==> config.mk <==
export PLATFORM = sky130hd
export DESIGN_NAME = fpnew_round_arbiter_flat
export DESIGN_NICKNAME = d
export VERILOG_FILES = /design/src/rtl/fpnew_round_arbiter_if.sv /design/src/rtl/fpnew_round_arbiter.sv /design/src/flat_wrapper.sv
export SDC_FILE = /design/constraint.sdc
export NUM_CORES = 1
export LEC_CHECK = 0
export ABC_AREA = 1
export CORE_MARGIN = 4
export CORE_UTILIZATION = 50
export DETAILED_ROUTE_END_ITERATION = 7
export HOLD_SLACK_MARGIN = 0.15
export PLACE_DENSITY = 0.95
export SLEW_MARGIN = 40
export SYNTH_ARGS = -nofsm -noshare
export SYNTH_HDL_FRONTEND = slang
export SYNTH_SLANG_ARGS = --single-unit
==> constraint.sdc <==
create_clock -name clk_i -period 11.6 [get_ports clk_i]
set_clock_uncertainty 0.05 [all_clocks]
set_input_delay 1.16 -clock clk_i [delete_from_list [all_inputs] [get_ports clk_i]]
set_output_delay 1.16 -clock clk_i [all_outputs]
set_load 0.05 [all_outputs]
==> src/rtl/fpnew_round_arbiter_if.sv <==
// Request/result bundle for the shared rounding arbiter.
// master drives requests and out_ready; slave is the arbiter.
interface fpnew_round_arbiter_if #(
  parameter int unsigned NumReq   = 3,
  parameter int unsigned AbsWidth = 32,
  parameter int unsigned TagWidth = 4,
  parameter int unsigned OpBits   = 4
);
  localparam int unsigned SrcW = $clog2(NumReq);

  logic [NumReq-1:0]          req_valid_i;
  logic [NumReq-1:0]          req_ready_o;
  logic [NumReq*AbsWidth-1:0] req_abs_i;
  logic [NumReq-1:0]          req_sign_i;
  logic [NumReq*2-1:0]        req_rs_i;
  logic [NumReq*3-1:0]        req_rm_i;
  logic [NumReq-1:0]          req_effsub_i;
  logic [NumReq*OpBits-1:0]   req_op_i;
  logic [NumReq*TagWidth-1:0] req_tag_i;

  logic                out_valid_o;
  logic                out_ready_i;
  logic [AbsWidth-1:0] out_abs_o;
  logic                out_sign_o;
  logic                out_exact_zero_o;
  logic                out_rm_illegal_o;
  logic [SrcW-1:0]     out_src_o;
  logic [TagWidth-1:0] out_tag_o;

  modport master (
    output req_valid_i, req_abs_i, req_sign_i,
    output req_rs_i, req_rm_i, req_effsub_i,
    output req_op_i, req_tag_i, out_ready_i,
    input  req_ready_o, out_valid_o, out_abs_o,
    input  out_sign_o, out_exact_zero_o,
    input  out_rm_illegal_o, out_src_o, out_tag_o
  );

  modport slave (
    input  req_valid_i, req_abs_i, req_sign_i,
    input  req_rs_i, req_rm_i, req_effsub_i,
    input  req_op_i, req_tag_i, out_ready_i,
    output req_ready_o, out_valid_o, out_abs_o,
    output out_sign_o, out_exact_zero_o,
    output out_rm_illegal_o, out_src_o, out_tag_o
  );
endinterface

==> src/rtl/fpnew_round_arbiter.sv <==
// Round-robin share of one rounding cell with a single output register.
// Optional FPNEW_RND_ARB_STATS_EN adds grant and stall counters.
module fpnew_round_arbiter #(
  parameter int unsigned NumReq   = 3,
  parameter int unsigned AbsWidth = 32,
  parameter int unsigned TagWidth = 4
) (
  input  logic clk_i,
  input  logic rst_ni,
  input  logic flush_i,
  fpnew_round_arbiter_if.slave io
`ifdef FPNEW_RND_ARB_STATS_EN
  ,
  output logic [NumReq*16-1:0] stat_grants_o,
  output logic [15:0]          stat_stall_o
`endif
);
  localparam int unsigned OpBits = 4;
  localparam int unsigned SrcW   = $clog2(NumReq);
  localparam int          NR     = int'(NumReq);

  localparam logic [2:0] RmRne = 3'd0;
  localparam logic [2:0] RmRtz = 3'd1;
  localparam logic [2:0] RmRdn = 3'd2;
  localparam logic [2:0] RmRup = 3'd3;
  localparam logic [2:0] RmRmm = 3'd4;
  localparam logic [OpBits-1:0] OpMul = 4'd3;

  typedef logic [SrcW-1:0] src_t;

  src_t                ptr_q, ptr_d;
  logic                out_valid_q, out_valid_d;
  logic [AbsWidth-1:0] out_abs_q, out_abs_d;
  logic                out_sign_q, out_sign_d;
  logic                out_zero_q, out_zero_d;
  logic                out_ill_q, out_ill_d;
  src_t                out_src_q, out_src_d;
  logic [TagWidth-1:0] out_tag_q, out_tag_d;

  logic              found;
  int                win_idx;
  src_t              win;
  logic              accept;
  logic              hs;
  logic [NumReq-1:0] req_ready;

  always_comb begin
    found   = 1'b0;
    win_idx = 0;
    for (int k = 0; k < NR; k++) begin
      if (!found && io.req_valid_i[(int'(ptr_q) + k) % NR]) begin
        found   = 1'b1;
        win_idx = (int'(ptr_q) + k) % NR;
      end
    end
  end

  assign win    = src_t'(win_idx);
  assign accept = !out_valid_q || io.out_ready_i;
  // rst_ni gating keeps every grant low while reset is held
  assign hs     = accept && !flush_i && found && rst_ni;

  always_comb begin
    req_ready = '0;
    if (hs) req_ready[win_idx] = 1'b1;
  end

  logic [AbsWidth-1:0] abs_w;
  logic                sign_w;
  logic [1:0]          rs_w;
  logic [2:0]          rm_w;
  logic                effsub_w;
  logic [OpBits-1:0]   op_w;
  logic [TagWidth-1:0] tag_w;

  assign abs_w    = io.req_abs_i[win_idx*AbsWidth +: AbsWidth];
  assign sign_w   = io.req_sign_i[win_idx];
  assign rs_w     = io.req_rs_i[win_idx*2 +: 2];
  assign rm_w     = io.req_rm_i[win_idx*3 +: 3];
  assign effsub_w = io.req_effsub_i[win_idx];
  assign op_w     = io.req_op_i[win_idx*OpBits +: OpBits];
  assign tag_w    = io.req_tag_i[win_idx*TagWidth +: TagWidth];

  logic                rm_ill;
  logic [2:0]          rm_eff;
  logic                round_up;
  logic                exact_zero;
  logic                rnd_sign;
  logic [AbsWidth-1:0] rnd_abs;

  assign rm_ill = rm_w[2] & (|rm_w[1:0]);
  assign rm_eff = rm_ill ? RmRtz : rm_w;

  always_comb begin
    round_up = 1'b0;
    unique case (1'b1)
      (rm_eff == RmRne): round_up = rs_w[1] & (rs_w[0] | abs_w[0]);
      (rm_eff == RmRdn): round_up = (|rs_w) & sign_w;
      (rm_eff == RmRup): round_up = (|rs_w) & ~sign_w;
      (rm_eff == RmRmm): round_up = rs_w[1];
      default:           round_up = 1'b0;
    endcase
  end

  // wraps at all-ones; infinity encoding belongs to the caller
  assign rnd_abs    = abs_w + AbsWidth'(round_up);
  assign exact_zero = (abs_w == '0) && (rs_w == 2'b00);
  assign rnd_sign   = (exact_zero && effsub_w)
                    ? ((rm_eff == RmRdn) && (op_w != OpMul))
                    : sign_w;

  always_comb begin
    ptr_d       = ptr_q;
    out_valid_d = out_valid_q;
    out_abs_d   = out_abs_q;
    out_sign_d  = out_sign_q;
    out_zero_d  = out_zero_q;
    out_ill_d   = out_ill_q;
    out_src_d   = out_src_q;
    out_tag_d   = out_tag_q;
    if (flush_i) begin
      out_valid_d = 1'b0;
    end else if (hs) begin
      out_valid_d = 1'b1;
      out_abs_d   = rnd_abs;
      out_sign_d  = rnd_sign;
      out_zero_d  = exact_zero;
      out_ill_d   = rm_ill;
      out_src_d   = win;
      out_tag_d   = tag_w;
      ptr_d       = (win == src_t'(NumReq - 1)) ? '0 : win + src_t'(1);
    end else if (accept) begin
      out_valid_d = 1'b0;
    end
  end

  always_ff @(posedge clk_i or negedge rst_ni) begin
    if (!rst_ni) begin
      ptr_q       <= '0;
      out_valid_q <= 1'b0;
      out_abs_q   <= '0;
      out_sign_q  <= 1'b0;
      out_zero_q  <= 1'b0;
      out_ill_q   <= 1'b0;
      out_src_q   <= '0;
      out_tag_q   <= '0;
    end else begin
      ptr_q       <= ptr_d;
      out_valid_q <= out_valid_d;
      out_abs_q   <= out_abs_d;
      out_sign_q  <= out_sign_d;
      out_zero_q  <= out_zero_d;
      out_ill_q   <= out_ill_d;
      out_src_q   <= out_src_d;
      out_tag_q   <= out_tag_d;
    end
  end

  assign io.req_ready_o      = req_ready;
  assign io.out_valid_o      = out_valid_q;
  assign io.out_abs_o        = out_abs_q;
  assign io.out_sign_o       = out_sign_q;
  assign io.out_exact_zero_o = out_zero_q;
  assign io.out_rm_illegal_o = out_ill_q;
  assign io.out_src_o        = out_src_q;
  assign io.out_tag_o        = out_tag_q;

`ifdef FPNEW_RND_ARB_STATS_EN
  logic [15:0] grants_q [NumReq];
  logic [15:0] grants_d [NumReq];
  logic [15:0] stall_q, stall_d;

  always_comb begin
    for (int i = 0; i < NR; i++) begin
      grants_d[i] = grants_q[i];
      if (hs && (win_idx == i) && (grants_q[i] != 16'hffff))
        grants_d[i] = grants_q[i] + 16'd1;
    end
    stall_d = stall_q;
    if (out_valid_q && !io.out_ready_i && (stall_q != 16'hffff))
      stall_d = stall_q + 16'd1;
  end

  always_ff @(posedge clk_i or negedge rst_ni) begin
    if (!rst_ni) begin
      for (int i = 0; i < NR; i++) grants_q[i] <= '0;
      stall_q <= '0;
    end else begin
      for (int i = 0; i < NR; i++) grants_q[i] <= grants_d[i];
      stall_q <= stall_d;
    end
  end

  for (genvar g = 0; g < NR; g++) begin : g_stat
    assign stat_grants_o[g*16 +: 16] = grants_q[g];
  end
  assign stat_stall_o = stall_q;
`endif
endmodule
==> src/flat_wrapper.sv <==
// flat-port wrapper written by rule: the top's interface ports become plain ports
module fpnew_round_arbiter_flat 
#(
  parameter int unsigned NumReq   = 3,
  parameter int unsigned AbsWidth = 32,
  parameter int unsigned TagWidth = 4
)
  (clk_i, rst_ni, flush_i, io_req_valid_i, io_req_abs_i, io_req_sign_i, io_req_rs_i, io_req_rm_i, io_req_effsub_i, io_req_op_i, io_req_tag_i, io_out_ready_i, io_req_ready_o, io_out_valid_o, io_out_abs_o, io_out_sign_o, io_out_exact_zero_o, io_out_rm_illegal_o, io_out_src_o, io_out_tag_o);
  fpnew_round_arbiter_if #(.NumReq(NumReq), .AbsWidth(AbsWidth), .TagWidth(TagWidth)) io_i ();
  input  logic clk_i;
  input  logic rst_ni;
  input  logic flush_i;
  input wire logic [$bits(io_i.req_valid_i)-1:0] io_req_valid_i;
  input wire logic [$bits(io_i.req_abs_i)-1:0] io_req_abs_i;
  input wire logic [$bits(io_i.req_sign_i)-1:0] io_req_sign_i;
  input wire logic [$bits(io_i.req_rs_i)-1:0] io_req_rs_i;
  input wire logic [$bits(io_i.req_rm_i)-1:0] io_req_rm_i;
  input wire logic [$bits(io_i.req_effsub_i)-1:0] io_req_effsub_i;
  input wire logic [$bits(io_i.req_op_i)-1:0] io_req_op_i;
  input wire logic [$bits(io_i.req_tag_i)-1:0] io_req_tag_i;
  input wire logic [$bits(io_i.out_ready_i)-1:0] io_out_ready_i;
  output wire logic [$bits(io_i.req_ready_o)-1:0] io_req_ready_o;
  output wire logic [$bits(io_i.out_valid_o)-1:0] io_out_valid_o;
  output wire logic [$bits(io_i.out_abs_o)-1:0] io_out_abs_o;
  output wire logic [$bits(io_i.out_sign_o)-1:0] io_out_sign_o;
  output wire logic [$bits(io_i.out_exact_zero_o)-1:0] io_out_exact_zero_o;
  output wire logic [$bits(io_i.out_rm_illegal_o)-1:0] io_out_rm_illegal_o;
  output wire logic [$bits(io_i.out_src_o)-1:0] io_out_src_o;
  output wire logic [$bits(io_i.out_tag_o)-1:0] io_out_tag_o;
  assign io_i.req_valid_i = io_req_valid_i;
  assign io_i.req_abs_i = io_req_abs_i;
  assign io_i.req_sign_i = io_req_sign_i;
  assign io_i.req_rs_i = io_req_rs_i;
  assign io_i.req_rm_i = io_req_rm_i;
  assign io_i.req_effsub_i = io_req_effsub_i;
  assign io_i.req_op_i = io_req_op_i;
  assign io_i.req_tag_i = io_req_tag_i;
  assign io_i.out_ready_i = io_out_ready_i;
  assign io_req_ready_o = io_i.req_ready_o;
  assign io_out_valid_o = io_i.out_valid_o;
  assign io_out_abs_o = io_i.out_abs_o;
  assign io_out_sign_o = io_i.out_sign_o;
  assign io_out_exact_zero_o = io_i.out_exact_zero_o;
  assign io_out_rm_illegal_o = io_i.out_rm_illegal_o;
  assign io_out_src_o = io_i.out_src_o;
  assign io_out_tag_o = io_i.out_tag_o;
  fpnew_round_arbiter #(.NumReq(NumReq), .AbsWidth(AbsWidth), .TagWidth(TagWidth)) u_core (.clk_i(clk_i), .rst_ni(rst_ni), .flush_i(flush_i), .io(io_i));
endmodule
Yosys cells after proc, flatten, opt, wreduce, memory -nomap -nowiden --
Cells that the tools add are included. Widths: inputs -> output; s select.
Word-level totals: register bits after elaboration 44, input bits 148, output and inout bits 45, logic and storage cells 90
Cells by class: $add $sub $neg 4, $mul 1, div/mod/pow operators 3, order comparisons 5, equality and inequality tests 5, shift operators 5, multiplexer cells 31, bitwise logic cells 7, reductions and logical operators 21
Operators with widths (number):
- $lt 32x4->1 const B | 4
- $mux 32 | 3
- $shiftx 96x33->32 | 1
- $shiftx 12x33->4 | 2
- $mod 32x3->32 const B | 2
- $add 32x1->32 | 1
- $ge 32x1->1 const B | 1
- $logic_not 32->1 | 1
- $mod 3x3->32 const B | 1
- $mul 32x3->32 const B | 1
- $shiftx 6x32->2 | 1
- $shiftx 9x32->3 | 1
- $mux 1 | 18
- $bmux 1 s2 | 5
- $logic_and 1x1->1 | 9
- $eq 3x2->1 const B | 2
- $mux 3 | 2
- $and 1x1->1 | 4
- $logic_not 1->1 | 4
- $ne 4x2->1 const B | 1
- $pmux 1 s4 | 1
- $reduce_or 2->1 | 2
- $add 2x1->3 const B | 1
- $add 2x2->3 const B | 1
- other kinds (12) | 13

Longest topological paths before layout --
depth in word-level cells 19, gate-level depth with buffers 41, mapped depth without buffers 38

Worst setup path before layout --
OpenSTA, ideal clock, no wires.
path kind input port to flip-flop, start point input io_req_valid_i[1], end point register u_core.out_abs_q[30], in the netlist u_core.io.out_abs_o[30], library setup time 0.118 ns, arrival 5.528 ns, required time 11.432 ns, setup slack 5.905 ns, stages on the path 37, buffers on the path 3, path through inv_1 nand2_1 nand3_1 nand2_1 nand3_4 nand3_1 nand2_4 inv_4 buf_6 buf_6 clkbuf_1 ha_1 ha_1 nand3_1 nand2_1 or2_2 nand2_1 inv_1 nand2_1 nor2_1 o21a_1 nand4_1 nand2_1 nor2_1 nand2_1 xor2_1 nor2_1 ha_1 ha_1 nand3_2 nor2_1 and2_1 nand2_1 nand2_1 nand2_1 nand2_1 nand2_1
RTL lines:
- start: declaration | RTL line flat_wrapper.sv:13 | input wire logic [$bits(io_i.req_valid_i)-1:0] io_req_valid_i;
- end signal: assignment | RTL line fpnew_round_arbiter.sv:150 | out_abs_q <= out_abs_d;
- end: declaration | RTL line fpnew_round_arbiter.sv:33 | logic [AbsWidth-1:0] out_abs_q, out_abs_d;

Worst setup path after layout --
start point input io_req_valid_i[1], end point register u_core.out_abs_q[30], in the netlist u_core.io.out_abs_o[30]
Between the ends: word-level cells in the longest chain between the ends 18, elaborated cells between the ends (all ways) 44
RTL lines:
- $bmux 1 s2 | RTL line fpnew_round_arbiter.sv:51 | if (!found && io.req_valid_i[(int'(ptr_q) + k) % NR]) begin
- $mux 1 (implied by the code) (2 in series) | RTL line fpnew_round_arbiter.sv:51
- $mux 1 | RTL line fpnew_round_arbiter.sv:51
- $logic_not 1->1 | RTL line fpnew_round_arbiter.sv:51
- $logic_and 1x1->1 | RTL line fpnew_round_arbiter.sv:51
- $mux 1 | RTL line fpnew_round_arbiter.sv:51
- $logic_not 1->1 | RTL line fpnew_round_arbiter.sv:51
- $logic_and 1x1->1 | RTL line fpnew_round_arbiter.sv:51
- $mux 32 | RTL line fpnew_round_arbiter.sv:51
- $mul 32x3->32 | RTL line fpnew_round_arbiter.sv:79 | assign rm_w = io.req_rm_i[win_idx*3 +: 3];
- $shiftx 9x32->3 | RTL line fpnew_round_arbiter.sv:79
- $reduce_or 2->1 | RTL line fpnew_round_arbiter.sv:91 | assign rm_ill = rm_w[2] & (|rm_w[1:0]);
- $and 1x1->1 | RTL line fpnew_round_arbiter.sv:91
- $mux 3 | RTL line fpnew_round_arbiter.sv:92 | assign rm_eff = rm_ill ? RmRtz : rm_w;
- $eq 3x3->1, or another cell as far along | RTL line fpnew_round_arbiter.sv:100 | (rm_eff == RmRmm): round_up = rs_w[1];
- $pmux 1 s4 | RTL line fpnew_round_arbiter.sv:96 | unique case (1'b1)
- $add 32x1->32 | RTL line fpnew_round_arbiter.sv:106 | assign rnd_abs = abs_w + AbsWidth'(round_up);
Several ways; a longest one is shown, not always the timed one. The select of a mux whose other input is x is not followed. A chain may end at the register's enable or synchronous reset.

==> flow_summary.yaml <==
hold_path:
  hold_path_end: "u_core.io.out_abs_o[26]"
  hp-class: "flip-flop to flip-flop"
  holdPathStages: 2
  worstHoldStart: "u_core.io.out_abs_o[26]"
worst_setup_path:
  timing.reg2reg.setup_slack_ns: 5.24
  cp-start-kind: "input port"
  cpMaxStageDelayCell: "clkdlybuf4s50_1"
  critPathMaxStageDelay_ns: 0.52
  crit_top_cell: "nand2_1"
  path_buf_inv: 5
  r2r_start: "u_core.ptr_q[1]"
  cp_top_family: "simple AND/OR/NAND/NOR gates"
  crit_path_max_fanout: 45
  cp-end-kind: "flip-flop"
  critPathKind: "input port to flip-flop"
  critPathArrivalTime_ns: 6.79
  timing.rr.end: "u_core.io.out_abs_o[30]"
  cp.required_ns: 11.74
  reg2regPathDepth: 37
drt:
  drc: 0
  routed_via_density: 5.36
  ant_nets: 0
  drt-initial-drc-count: 646
  num_vias: 6563
  drt-pass1-iter-count: 6
  wirelength_mm: 18.1
  wl_per_cell_um: 14.8
clocking:
  clock-sinks: 44
  tritoncts: "done"
  clockBufferDepth: 2
  cts_buffers: 5
  worstSkewPairLatency_ns: 0.30
  clockRootBuffer: "clkbuf_8"
  hold_buffers: 0
  htree_levels: 2
  clk_pin_slew_ns: 0.08
  post-cts-setup-buffers: 0
  post_cts_resized: 0
logic_synthesis:
  avgSynthCellArea_um2: 5.89
  synth_top_family_by_area: "simple AND/OR/NAND/NOR gates"
  synth_top_area_share_pct: 24.2
  syn_nets: 1092
  yosys.cell_types.count: 46
  synth-simple-area-share_pct: 51.6
  synthCells: 918
  yosys.area.top_type: "nand2_1"
  syn_area_um2: 5400
  ys_seq_area_share_pct: 20.4
  synth-adder-area-share_pct: 6.16
  synth-seq-cells: 44
  synth_compound_area_share_pct: 7.34
  ys_top_cells_by_area: "nand2_1 24%, dfrtp_1 20%, nand3_1 9.4%, inv_1 7.0%, ha_1 5.8%"
  yosysWarnings: 0
  synthXorXnorAreaFrac_pct: 2.59
  synthMuxAreaShare_pct: 0
job:
  drv_cap: 0
global_routing:
  grt_pass1_wl_mm: 29.5
  grt_max_degree: 60
  grt_pass1_vias: 6216
  gr-total-overflow: 0
  grt_antenna_before_repair: 0
  grtUsageTotal_pct: 28.1
sta:
  slew_headroom_pct: 52.3
  drv_slew: 0
  rsz0062_at_grt: "false"
  setup_viol: 0
  layout_min_cycle_time_ns: 6.65
  tightestPinTransition_ns: 0.715
  fin_crit_sh_pct: 57.4
  max_freq_mhz: 150
  setup_tns_ns: 0
  hold_viol: 0
finish:
  multiInputGateArea_um2: 3660
  fillCellCount: 901
  final_layout_size_suffix_gt1_share_pct: 6.16
  areaGrowthSynthToFinish_pct: 37.2
  seq_area_um2: 1100
  finalNetCount: 1261
  antenna_cells: 0
floorplan:
  coreArea_um2: 10400
  die_w_um: 112
  ios: 193
  chipHeight_um: 112
  fp.dieArea_um2: 12500
  rows: 37
  start_util_pct: 51.9
run_status:
  status: "finished, final reports clean"
placed_design:
  gp_congestion: 0.998
  io_buffers: 192
  hpwlAfterDp_mm: 14.5
## Yosys cell counts (all sizes together)
library cell    n
a21oi           7
a31o            1
a31oi           2
and2            3
buf            24
clkbuf         10
clkinv          1
dfrtp          44
fa              1
ha             25
inv           113
nand2         365
nand3         106
nand3b         22
nand4          14
nor2           95
nor2b           1
nor3            9
nor3b           2
o2111ai         4
o211ai          7
o21a            1
o21ai          35
o22ai           1
o311ai          1
o31ai           6
or2             2
xnor2           5
xor2           11
## how the worst max path moves through the flow
stage                     slack, ns                 endpoint  cells past startpoint               from
final                          4.95  u_core.io.out_abs_o[30]                     36  io_req_valid_i[1]
after global routing           4.40  u_core.io.out_abs_o[30]                     36  io_req_valid_i[0]
after CTS                      5.01  u_core.io.out_abs_o[30]                     36  io_req_valid_i[1]
after detailed placement       4.76  u_core.io.out_abs_o[30]                     36  io_req_valid_i[1]
after global placement         5.02  u_core.io.out_abs_o[30]                     36  io_req_valid_i[1]
after floorplan                5.90  u_core.io.out_abs_o[30]                     37  io_req_valid_i[1]
## state kept, by name, summed over array words and instances, names as in the netlist
| signal | count |
|---|---|
| u_core.io.out_valid_o | 1 |
| u_core.io.out_rm_illegal_o | 1 |
| u_core.io.out_tag_o | 4 |
| u_core.io.out_sign_o | 1 |
| u_core.io.out_abs_o | 32 |
| u_core.ptr_q | 2 |
| u_core.io.out_src_o | 2 |
| u_core.io.out_exact_zero_o | 1 |
## cell families (layout without fill, tap and decap cells)
logic type / after synthesis / in the layout
AO/OA/AOI/OAI: 65 / 65
XOR/XNOR: 16 / 16
adder cells (fa/ha/maj): 26 / 26
buffers and inverters: 148 / 318
flip-flops: 44 / 44
AND/OR/NAND/NOR: 619 / 619
## cells in the final DEF (no fill, tap or decap), types with 11 or more instances in the layout
| cell type | synthesis | routed |
|---|---|---|
| dfrtp_1 | 44 | 44 |
| clkdlybuf4s50_1 | 0 | 191 |
| inv_1 | 101 | 100 |
| o21ai_0 | 28 | 28 |
| nand2_1 | 348 | 348 |
| nand3_1 | 101 | 101 |
| nand4_1 | 13 | 13 |
| nand3b_1 | 22 | 22 |
| nand2_2 | 13 | 13 |
| ha_1 | 25 | 25 |
| xor2_1 | 11 | 11 |
| nor2_1 | 83 | 83 |
| inv_2 | 11 | 12 |
## metal layers
metal / GRT usage, % / vias to the layer above / share of wire, %
met2: 47.7 / 356 / 46
met1: 37.5 / 2920 / 42
met3: 4.29 / 39 / 9.3
met5: 0 / - / 0
met4: 7.05 / 0 / 2.4
li1: - / 3248 / -
## per-stage QoR
| step | instances | utilization [%] | cell area (um2) | hold slack (ns) | setup WS (ns) |
|---|---|---|---|---|---|
| 3_5_place_dp | 1216 | 70.1 | 7310 | 0.415 | 4.76 |
| 6_report | 1224 | 71.2 | 7410 | 0.430 | 4.95 |
| 2_1_floorplan | 918 | - | 5400 | 0.596 | 5.90 |
| 4_1_cts | 1224 | 71.2 | 7410 | 0.437 | 5.01 |
| 3_3_place_gp | 1216 | 70.1 | 7310 | 0.412 | 5.02 |
| 5_1_grt | 1224 | 71.2 | 7410 | 0.450 | 4.40 |
## worst reg2reg max path, delay by kind of cell, from the launching register on
kind,cells,cell delay (ns)
AOI/OAI and AO/OA,1,0.18
xor gates and xnor gates,1,0.15
adders and majority gates,5,1.41
buffers and inverters,5,0.86
DFF,1,0.46
and+or+nand+nor,25,3.13
## area by class of cell
class	count	share of cell area [%]
Inverter	114	5.81
Multi-Input combinational cell	726	49.3
Sequential cell	44	14.9
Clock buffer	6	0.979
Timing Repair Buffer	196	26.3
Clock inverter	2	0.473
Tap cell	136	2.30
Power is left out: the tool's default activity adds up to more than one toggle a clock period on the data nets, which glitch-free logic cannot reach.
